### config.mk
export PLATFORM = sky130hd
export DESIGN_NAME = aes_round_ctrl
export DESIGN_NICKNAME = d
export VERILOG_FILES = /design/src/rtl/aes_pkg.sv /design/src/rtl/aes_slice_counter.sv /design/src/rtl/aes_round_ctrl.sv
export SDC_FILE = /design/constraint.sdc
export NUM_CORES = 1
export LEC_CHECK = 0
export CORE_MARGIN = 2
export CORE_UTILIZATION = 50
export DETAILED_ROUTE_END_ITERATION = 12
export PLACE_DENSITY = 0.78
export RECOVER_POWER = 100
export SLEW_MARGIN = 30
export SYNTH_ARGS = -nofsm -noshare
export SYNTH_HDL_FRONTEND = slang
export SYNTH_SLANG_ARGS = --single-unit
### constraint.sdc
create_clock -name clk -period 2.1 [get_ports clk]
set_input_delay 0.42 -clock clk [delete_from_list [all_inputs] [get_ports clk]]
set_output_delay 0.42 -clock clk [all_outputs]
set_load 0.005 [all_outputs]
### src/rtl/aes_pkg.sv
// Shared AES round-controller types: FSM state enum, key-size mode encodings
// and round counts, plus nr_of() mapping a mode to its final round index.
package aes_pkg;

    typedef enum logic [1:0] {
        ST_IDLE   = 2'd0,
        ST_KEYGEN = 2'd1,
        ST_ROUNDS = 2'd2,
        ST_DONE   = 2'd3
    } aes_state_e;

    localparam logic [1:0] MODE_128 = 2'b00;
    localparam logic [1:0] MODE_192 = 2'b01;
    localparam logic [1:0] MODE_256 = 2'b10;
    localparam logic [1:0] MODE_ILL = 2'b11;

    localparam logic [3:0] NR_128 = 4'd10;
    localparam logic [3:0] NR_192 = 4'd12;
    localparam logic [3:0] NR_256 = 4'd14;

    function automatic logic [3:0] nr_of(input logic [1:0] mode);
        case (mode)
            MODE_192: nr_of = NR_192;
            MODE_256: nr_of = NR_256;
            default:  nr_of = NR_128;
        endcase
    endfunction

endpackage

### src/rtl/aes_slice_counter.sv
// Wrap-around slice counter 0..SLICES-1; wrap flags the last enabled slice
// and the counter returns to 0 on the following edge.
module aes_slice_counter #(
    parameter int SLICES  = 4,
    parameter int SLICE_W = (SLICES > 1) ? $clog2(SLICES) : 1
) (
    input  logic               clk,
    input  logic               reset_n,
    input  logic               clr,
    input  logic               en,
    output logic [SLICE_W-1:0] cnt,
    output logic               wrap
);

    localparam logic [SLICE_W-1:0] LAST = SLICE_W'(SLICES - 1);

    assign wrap = en && (cnt == LAST);

    always_ff @(posedge clk or negedge reset_n) begin
        if (!reset_n)
            cnt <= '0;
        else if (clr || wrap)
            cnt <= '0;
        else if (en)
            cnt <= cnt + 1'b1;
    end

endmodule

### src/rtl/aes_round_ctrl.sv
// AES round sequencer: walks rounds/slices for a block, with an optional
// decrypt key-schedule pre-pass enabled by defining AES_ROUND_CTRL_DEC_EN.
module aes_round_ctrl
    import aes_pkg::*;
#(
    parameter int SLICES  = 4,
    parameter int SLICE_W = (SLICES > 1) ? $clog2(SLICES) : 1
) (
    input  logic               clk,
    input  logic               reset_n,
    input  logic               start,
    input  logic               enc_dec,
    input  logic [1:0]         mode,
    output logic               busy,
    output logic [3:0]         round,
    output logic [SLICE_W-1:0] slice,
    output logic               round_start,
    output logic               round_complete,
    output logic               last_round,
    output logic               key_gen,
    output logic [3:0]         key_round,
    output logic               done,
    output logic               mode_err
);

`ifdef AES_ROUND_CTRL_DEC_EN
    localparam bit DEC_EN = 1'b1;
`else
    localparam bit DEC_EN = 1'b0;
`endif

    aes_state_e state;
    logic       enc_dec_r;
    logic [1:0] mode_r;
    logic [3:0] round_r;
    logic [3:0] key_round_r;
    logic       busy_r, done_r, mode_err_r, key_gen_r;

    logic       in_rounds, slice_wrap, final_rnd, reject;
    logic [3:0] nr;

    assign nr        = nr_of(mode_r);
    assign in_rounds = (state == ST_ROUNDS);
    assign final_rnd = enc_dec_r ? (round_r == 4'd0) : (round_r == nr);
    // Without the decrypt path a decrypt request is refused exactly like mode 11.
    assign reject    = (mode == MODE_ILL) || (enc_dec && !DEC_EN);

    aes_slice_counter #(.SLICES(SLICES), .SLICE_W(SLICE_W)) u_slice (
        .clk     (clk),
        .reset_n (reset_n),
        .clr     (!in_rounds),
        .en      (in_rounds),
        .cnt     (slice),
        .wrap    (slice_wrap)
    );

    always_ff @(posedge clk or negedge reset_n) begin
        if (!reset_n) begin
            state       <= ST_IDLE;
            enc_dec_r   <= 1'b0;
            mode_r      <= MODE_128;
            round_r     <= '0;
            key_round_r <= '0;
            busy_r      <= 1'b0;
            done_r      <= 1'b0;
            mode_err_r  <= 1'b0;
            key_gen_r   <= 1'b0;
        end else begin
            mode_err_r <= 1'b0;
            done_r     <= 1'b0;
            unique case (state)
                ST_IDLE: begin
                    if (start) begin
                        if (reject) begin
                            mode_err_r <= 1'b1;
                        end else begin
                            mode_r    <= mode;
                            enc_dec_r <= enc_dec;
                            busy_r    <= 1'b1;
                            round_r   <= '0;
                            if (DEC_EN && enc_dec) begin
                                state       <= ST_KEYGEN;
                                key_gen_r   <= 1'b1;
                                key_round_r <= '0;
                            end else begin
                                state <= ST_ROUNDS;
                            end
                        end
                    end
                end
                ST_KEYGEN: begin
                    if (key_round_r == nr) begin
                        state       <= ST_ROUNDS;
                        key_gen_r   <= 1'b0;
                        key_round_r <= '0;
                        round_r     <= nr;
                    end else begin
                        key_round_r <= key_round_r + 4'd1;
                    end
                end
                ST_ROUNDS: begin
                    if (slice_wrap) begin
                        if (final_rnd) begin
                            state   <= ST_DONE;
                            busy_r  <= 1'b0;
                            done_r  <= 1'b1;
                            round_r <= '0;
                        end else begin
                            round_r <= enc_dec_r ? round_r - 4'd1 : round_r + 4'd1;
                        end
                    end
                end
                ST_DONE: begin
                    state <= ST_IDLE;
                end
                default: state <= ST_IDLE;
            endcase
        end
    end

    assign busy           = busy_r;
    assign done           = done_r;
    assign mode_err       = mode_err_r;
    assign round          = round_r;
    assign key_gen        = key_gen_r;
    assign key_round      = key_round_r;
    assign round_start    = in_rounds && (slice == '0);
    assign round_complete = slice_wrap;
    assign last_round     = in_rounds && final_rnd;

endmodule

==> results of run 1 <==
sequential cells by signal, summed over array words and instances (netlist names):
| signal | count |
|---|---|
| busy | 1 |
| done | 1 |
| enc_dec_r | 1 |
| key_round | 4 |
| mode_err | 1 |
| mode_r | 2 |
| round | 4 |
| state | 2 |
| u_slice.cnt | 2 |
final timing paths:
check                                to  slack [ps]  depth (start not counted)
max in group asynchronous     mode_r[0]         700                          2
setup reg to reg               round[1]         210                          7
setup / recovery            round_start          50                          4
hold / removal             key_round[3]         520                          1
hold reg to reg            key_round[3]         520                          1
min in group asynchronous          busy         790                          2
cell usage in the layout (no fill, tap or decap), types with 2 or more instances in the layout:
cell,synthesis,layout
clkdlybuf4s50_1,0,18
nor3_1,3,3
xnor2_1,5,5
clkbuf_4,0,3
dfrtp_1,18,18
nand2_1,10,10
a31oi_1,3,3
mux2i_1,2,2
and2_1,2,2
ha_1,11,9
buf_4,1,11
o21ai_0,5,5
nor2b_1,2,2
o22ai_1,2,2
o21ai_1,2,2
a21oi_1,5,4
xor2_1,2,2
and3_1,2,2
nor2_1,3,3
a21o_1,2,2
nand2b_1,2,2
inv_1,10,10
nand3_1,2,2
per-layer routing:
metal	share of wire (%)	up-vias
li1	-	450
met1	45	467
met2	48	22
met3	3.5	6
met4	2.5	0
met5	0	-
power groups by stage:
stage	Clock [mW]	Sequential (mW)	Combinational (mW)
2_1_floorplan	0	0.353	0.00508
3_3_place_gp	0	0.353	0.0224
3_5_place_dp	0	0.353	0.0227
4_1_cts	0.222	0.346	0.0229
5_1_grt	0.237	0.347	0.0231
6_report	0.219	0.346	0.0210
timing repair:
action | in CTS | in global routing
setup endpoints to repair | 3 | 2
gates resized for setup | 4 | 3
pin swaps | 3 | 2
setup buffers | 1 | 2
cells by family after synthesis:
kind of cell,share of synthesized area [%]
compound gates,15.2
xor+xnor,5.50
fa+ha+maj,14.1
buf+inv,4.38
flops,40.4
mux,4.15
other cells,0.336
simple gates,15.9
area by class of cell:
type,count,area [um2]
fillers,186,686
multi-input cells,80,634
flip-flops and latches,18,450
repair buffers,33,290
inverters,10,37.5
clock buffers,4,36.3
well taps,28,35.0
worst max-delay path: cells and delay by family, from the launching register on:
kind / cells / cell delay (ps)
buffers and inverters: 2 / 600
adders and majority gates: 1 / 200
and+or+nand+nor: 1 / 130
DFF: 1 / 400
metrics by stage:
stage	setup slack (ps)	hold WS, ps	total power, mW	cell area (um2)	TNS (ps)
final	47.7	524	0.587	1480	0
after detailed placement	27.1	502	0.376	1420	0
after global placement	88.8	477	0.376	1420	0
after CTS	12.3	446	0.591	1460	0
after global routing	-22.7	573	0.607	1480	-22.7
after floorplan	372	124	0.358	1110	0
==> impl_metrics.yaml, run 1 <==
power_and_ir_drop:
  power_density_mw_per_mm2: 395
  logic_pwr_share_pct: 3.6
  p_int_mw: 0.462
  total_switching_power_mw: 0.125
  p_seq_share_pct: 59.1
  p_leak_nw: 0.699
  ir_drop_mv: 0.401
  clkPwrFrac_pct: 37.4
  sw_ratio_pct: 21.3
worst_hold_path:
  hp-class: "flip-flop to flip-flop"
  hold_path_startpoint: "key_round[3]"
clock_tree:
  clock_path_buffers: 2
  clkLatencyLatePin_ps: 300
  cts_max_level: 1
  cts.sink_count: 18
  cts_hold_buf: 0
  cts.reportedPaths.clkPinSlew_ps: 110
  cts_tree: "yes"
  root_buffer: "clkbuf_4"
  cts_inserted_buffers: 3
setup_path:
  worstPathArrival_ps: 1630
  endpoint_kind: "output pin"
  critical_path_class: "flip-flop to output pin"
  critical_path.reg2reg.startpoint: "mode_r[1]"
  required_ps: 1680
  critical_path.slowest_cell: "clkdlybuf4s50_1"
  crit_path_cell_trace: "inv_1, ha_2, and2_1, clkdlybuf4s50_1"
  critical-path-max-stage-delay_ps: 510
  worst_setup_path_startpoint: "state[0]"
  worst-path-max-fanout: 4
  start_kind: "flip-flop"
routing:
  drt-vias-per-instance: 5.46
  postRouteAntennaNets: 0
  postRouteWirelength_mm: 2.49
  drcViolationCount: 0
  drt_pre_antenna_iters: 4
  detailroute.via_count: 945
  drt_initial_violations: 12
  avgRoutedWirePerCell_um: 14.4
grt:
  gr-usage-all-layers_pct: 20.8
  grt_start_max_net_pins: 19
  busiest_layer_in_global_routing: "met2"
  grt.overflow.total: 0
  grt_antenna_before_repair: 0
  gr-usage-met1_pct: 25.3
  use_met3_pct: 3.51
  grt_first_pass_wirelength_mm: 4.04
  grt.met2_usage_pct: 34.8
  vias_in_the_first_global_route: 946
floorplan:
  io-pin-count: 23
  initial_core_util_pct: 51.4
  die_area_mm2: 0.00262
  die_height_um: 51.2
  die_width_um: 51.2
  core_area_mm2: 0.00217
  core.rowCount: 17
timing:
  min_period_over_period_pct: 97.7
  final-hold-violation-count: 0
  finalSetupViolations: 0
  slew-limit-headroom_pct: 33.1
  tightest_slew_ps: 1000
  max_freq_mhz: 487
  final-max-slew-violation-count: 0
  final.min_clock_period_ps: 2050
  final.setup_skew_ps: 7.02
synthesis:
  synthArstFlopShare_pct: 100
  synth_cells: 110
  synth_edf_count: 0
  synth.distinct_cells: 37
  synth_seq_area_share_pct: 40.4
  syn_avg_cell_area_um2: 10.1
  post-synth-top-count-cell: "dfrtp_1"
  synth_top_cells_by_count: "dfrtp_1, ha_1, inv_1, nand2_1"
  synth_top_area_share_pct: 40.4
  largest_cells_by_area_after_synthesis: "dfrtp_1, ha_1, xnor2_1"
  synth_seq_cells: 18
  synthDominantAreaCellType: "dfrtp_1"
  syn_area_mm2: 0.00111
  synth.net_count: 128
  yosysWarningCount: 0
  yosys_most_used_dff: "dfrtp_1"
run_status:
  outcome: "complete, no violations"
layout:
  drive_gt1_share_pct: 16.6
  layoutNonFillerInstCount: 173
  antennaDiodeCount: 0
  area_growth_syn_to_layout_pct: 33.1
  utilization_pct: 68.4
  layout.nets: 164
placed_design:
  post-dp-hpwl_mm: 1.82
  finalWeightedCongestion: 0.763
  place.detailed.instances: 166
  io_buffer_count: 21
run:
  drv_cap: 0
(Power assumes the default switching activity.)
==> run 2: changes to the inputs <==
CELL_PAD_IN_SITES_DETAIL_PLACEMENT = 1   (was not set)
CELL_PAD_IN_SITES_GLOBAL_PLACEMENT = 1   (was not set)
CORE_UTILIZATION = 38   (was 50)
PLACE_DENSITY = not set   (was 0.78)
PLACE_DENSITY_LB_ADDON = 0.1   (was not set)
==> impl_metrics.yaml, run 2 (synthesized netlist as in run 1, its figures left out) <==
run_status:
  outcome: "complete, no violations"
timing:
  final-max-slew-violation-count: 0
  min_period_over_period_pct: 95.3
  finalWorstSetupSlack_ps: 99.7
  slew-limit-headroom_pct: 29.7
  final.setup_skew_ps: 0.930
  hold-worst-slack_ps: 527
  max_freq_mhz: 500
  tns_ps: 0
  final.min_clock_period_ps: 2000
  tightest_slew_ps: 1050
  grt_setup_unrepaired: "false"
  final-hold-violation-count: 0
  finalSetupViolations: 0
floorplan:
  die_height_um: 58.2
  die_area_mm2: 0.00338
  core_area_mm2: 0.00278
  core.rowCount: 19
  die_width_um: 58.2
  initial_core_util_pct: 40.1
  io-pin-count: 23
routing:
  drt_initial_violations: 8
  drt_pre_antenna_iters: 4
  detailroute.via_count: 916
  postRouteWirelength_mm: 2.64
  avgRoutedWirePerCell_um: 14.8
  postRouteAntennaNets: 0
  drt-vias-per-instance: 5.15
  drcViolationCount: 0
power_and_ir_drop:
  power_density_mw_per_mm2: 387
  clkPwrFrac_pct: 37.2
  total_switching_power_mw: 0.124
  p_leak_nw: 0.718
  logic_pwr_share_pct: 3.6
  p_int_mw: 0.461
  p_seq_share_pct: 59.2
  sw_ratio_pct: 21.2
  ir_drop_mv: 0.312
  totalPowerFinal_mw: 0.585
worst_hold_path:
  hold_path_startpoint: "key_round[3]"
  hp-class: "flip-flop to flip-flop"
clock_tree:
  cts_tree: "yes"
  root_buffer: "clkbuf_4"
  cts_inserted_buffers: 3
  cts.reportedPaths.clkPinSlew_ps: 110
  clock_path_buffers: 2
  cts.sink_count: 18
  cts_max_level: 1
  clkLatencyLatePin_ps: 290
  cts_hold_buf: 0
layout:
  antennaDiodeCount: 0
  layoutNonFillerInstCount: 178
  utilization_pct: 54.4
  post-route-cell-area_mm2: 0.00151
  drive_gt1_share_pct: 18.4
  final_cell_mix: "dfrtp_1, clkdlybuf4s50_1, buf_4"
  area_growth_syn_to_layout_pct: 35.7
  layout.nets: 166
grt:
  grt_start_max_net_pins: 19
  grt_first_pass_wirelength_mm: 4.58
  gr-usage-all-layers_pct: 17.5
  grt.overflow.total: 0
  vias_in_the_first_global_route: 1028
  grt_antenna_before_repair: 0
setup_path:
  crit_path_cell_trace: "inv_2, ha_4, inv_2, nor2_1, clkdlybuf4s50_1"
  cp_common_cell: "inv_2"
  start_kind: "flip-flop"
  worst_setup_path_startpoint: "state[0]"
  endpoint_kind: "output pin"
  worstPathArrival_ps: 1580
  critical-path-max-stage-delay_ps: 500
  cp_num_buf_inv: 3
  critical_path.slowest_cell: "clkdlybuf4s50_1"
  critical_path.reg2reg.startpoint: "mode_r[0]"
  required_ps: 1680
  critical_path_class: "flip-flop to output pin"
  crit_family: "buffers and inverters"
  worst-path-max-fanout: 4
placed_design:
  post_dp_cell_area_mm2: 0.00143
  place_worst_setup_slack_ps: 11.4
  place.detailed.instances: 170
  finalWeightedCongestion: 0.756
  io_buffer_count: 21
  post-dp-hpwl_mm: 2.08
run:
  drv_cap: 0
==> run 2: changes by cell type in the layout (fill, tap and decap cells not counted), sizes merged <==
cell / previous run / this run
buf: 11 / 12
dlygate4sd2: 1 / 0
dlymetal6s2s: 0 / 1
clkbuf: 6 / 7
==> run 2: per-layer routing <==
layer | track usage [%] | vias to the layer above | share of wire [%]
li1 | - | 454 | -
met4 | 2.99 | 0 | 0.30
met2 | 31.3 | 16 | 51
met3 | 2.01 | 2 | 2.8
met5 | 0 | - | 0
met1 | 23.0 | 444 | 46
==> run 2: worst paths after layout <==
path | to | slack (ps) | cells after the start
setup / recovery | round_complete | 100 | 5
hold / removal | key_round[3] | 530 | 1
setup reg to reg | state[1] | 200 | 8
hold reg to reg | key_round[3] | 530 | 1
max in group asynchronous | u_slice.cnt[1] | 640 | 2
min in group asynchronous | u_slice.cnt[0] | 830 | 2
==> run 2: final cells by class <==
type | instances | area, um2
clock buffers | 4 | 36.3
flip-flops and latches | 18 | 450
well taps | 31 | 38.8
inverters | 10 | 37.5
multi-input cells | 80 | 641
fillers | 325 | 1270
repair buffers | 35 | 309
==> run 2: power groups by stage <==
stage	Sequential (mW)	Clock, mW	Combinational [mW]
floorplan	0.353	0	0.00508
global placement	0.353	0	0.0224
detailed placement	0.353	0	0.0230
CTS	0.346	0.230	0.0233
global route	0.347	0.249	0.0241
finish	0.346	0.218	0.0212
==> run 2: repair_timing <==
| item | in CTS | in global routing |
|---|---|---|
| setup endpoints to repair | 3 | 3 |
| resized for setup | 7 | 5 |
| buffers inserted | 1 | 3 |
| pin swaps | 2 | 2 |
==> run 3: changes to the inputs <==
GPL_TIMING_DRIVEN = 0   (was not set)
==> impl_metrics.yaml, run 3 (synthesized netlist as in run 1, its figures left out) <==
clock_tree:
  clkLatencyLatePin_ps: 300
  root_buffer: "clkbuf_4"
  clock_path_buffers: 2
  cts_inserted_buffers: 3
  cts_tree: "yes"
  cts_max_level: 1
  cts.sink_count: 18
  cts_hold_buf: 0
  cts.reportedPaths.clkPinSlew_ps: 110
floorplan:
  die_area_mm2: 0.00338
  initial_core_util_pct: 40.1
  io-pin-count: 23
  core.rowCount: 19
  die_height_um: 58.2
  core_area_mm2: 0.00278
  die_width_um: 58.2
setup_path:
  critical_path.reg2reg.startpoint: "mode_r[0]"
  endpoint_kind: "output pin"
  crit-reg2reg-capture: "round[1]"
  regToRegSetupSlack_ps: 130
  worst-r2r-cell-count: 6
  worstPathArrival_ps: 1590
  worst-path-max-fanout: 4
  worst_setup_path_startpoint: "state[0]"
  critical_path_class: "flip-flop to output pin"
  critPathCapture: "round_start"
  start_kind: "flip-flop"
  required_ps: 1680
grt:
  gr-usage-met1_pct: 23.0
  grt.overflow.total: 0
  vias_in_the_first_global_route: 980
  busiest_layer_in_global_routing: "met2"
  gr-usage-all-layers_pct: 17.9
  grt_start_max_net_pins: 19
  grt.met2_usage_pct: 30.7
  grt_antenna_before_repair: 0
  grt_first_pass_wirelength_mm: 4.57
  use_met3_pct: 2.68
timing:
  final-hold-violation-count: 0
  final.setup_skew_ps: 3.31
  max_freq_mhz: 497
  finalSetupViolations: 0
  tightest_slew_ps: 871
  finalWorstSetupSlack_ps: 88.3
  final-max-slew-violation-count: 0
  slew-limit-headroom_pct: 41.7
  hold-worst-slack_ps: 473
  min_period_over_period_pct: 95.8
  final.min_clock_period_ps: 2010
  tns_ps: 0
  grt_setup_unrepaired: "false"
power_and_ir_drop:
  p_leak_nw: 0.688
  power_density_mw_per_mm2: 386
  ir_drop_mv: 0.277
layout:
  antennaDiodeCount: 0
  layout.nets: 164
  post-route-cell-area_mm2: 0.00153
  final_cell_mix: "clkdlybuf4s50_1, dfrtp_1, nand2_1"
  multiInputGateArea_um2: 657
  drive_gt1_share_pct: 22.1
  commonest_non_fill_non_tap_cell_in_the_layout: "clkdlybuf4s50_1"
  total_of_fill_cells_in_the_finished_design: 318
  utilization_pct: 55.0
  seq_area_um2: 454
  area_growth_syn_to_layout_pct: 37.3
placed_design:
  io_buffer_count: 21
  post-dp-hpwl_mm: 1.90
  place_worst_setup_slack_ps: -118
  post_dp_cell_area_mm2: 0.00136
  finalWeightedCongestion: 0.746
run_status:
  outcome: "complete, no violations"
routing:
  drt_initial_violations: 18
  postRouteAntennaNets: 0
  drt_pre_antenna_iters: 4
  drcViolationCount: 0
  avgRoutedWirePerCell_um: 14.9
  detailroute.via_count: 920
  drt-vias-per-instance: 5.23
  postRouteWirelength_mm: 2.63
run:
  drv_cap: 0
worst_hold_path:
  hp-class: "flip-flop to flip-flop"
-- run 3: layout make-up --
cell class / count / share of cell area [%]
Clock buffer: 4 / 2.37
Sequential cell: 18 / 29.7
Buffer: 2 / 0.736
Timing Repair Buffer: 31 / 19.1
Tap cell: 31 / 2.53
Multi-Input combinational cell: 80 / 42.9
Inverter: 10 / 2.70
-- run 3: worst min-delay path by stage --
| stage | endpoint | cells past startpoint | startpoint |
|---|---|---|---|
| 6_report | u_slice.cnt[0] | 1 | u_slice.cnt[0] |
| 5_1_grt | u_slice.cnt[0] | 1 | u_slice.cnt[0] |
| 4_1_cts | u_slice.cnt[0] | 1 | u_slice.cnt[0] |
| 3_5_place_dp | u_slice.cnt[0] | 1 | u_slice.cnt[0] |
| 3_3_place_gp | u_slice.cnt[0] | 1 | u_slice.cnt[0] |
| 2_1_floorplan | busy | 0 | reset_n |
-- run 3: metrics by stage --
| stage | power [mW] | instances |
|---|---|---|
| 6_report | 0.590 | 176 |
| 3_5_place_dp | 0.376 | 162 |
| 2_1_floorplan | 0.358 | 110 |
| 4_1_cts | 0.604 | 172 |
| 3_3_place_gp | 0.376 | 162 |
| 5_1_grt | 0.615 | 176 |
-- run 3: power breakdown --
| group | total (mW) | internal, mW | switching (mW) |
|---|---|---|---|
| Combinational | 0.0223 | 0.0102 | 0.0121 |
| Sequential | 0.346 | 0.346 | 0 |
| Clock | 0.221 | 0.106 | 0.116 |
-- run 3: timing repair --
action,CTS,global route
pin swaps,3,2
buffers inserted,6,4
resized for setup,12,4
setup endpoints to repair,3,2
-- run 3: layer usage --
layer | vias up | part of all wire, %
met2 | 20 | 51
met5 | - | 0
met3 | 4 | 3.4
met4 | 0 | 1.3
met1 | 450 | 44
li1 | 446 | -
-- run 3: critical path: stages, from the launching register on --
cell and delay [ps]:
dfrtp_2 430, inv_2 80, ha_4 160, and2_1 130, clkdlybuf4s50_1 490
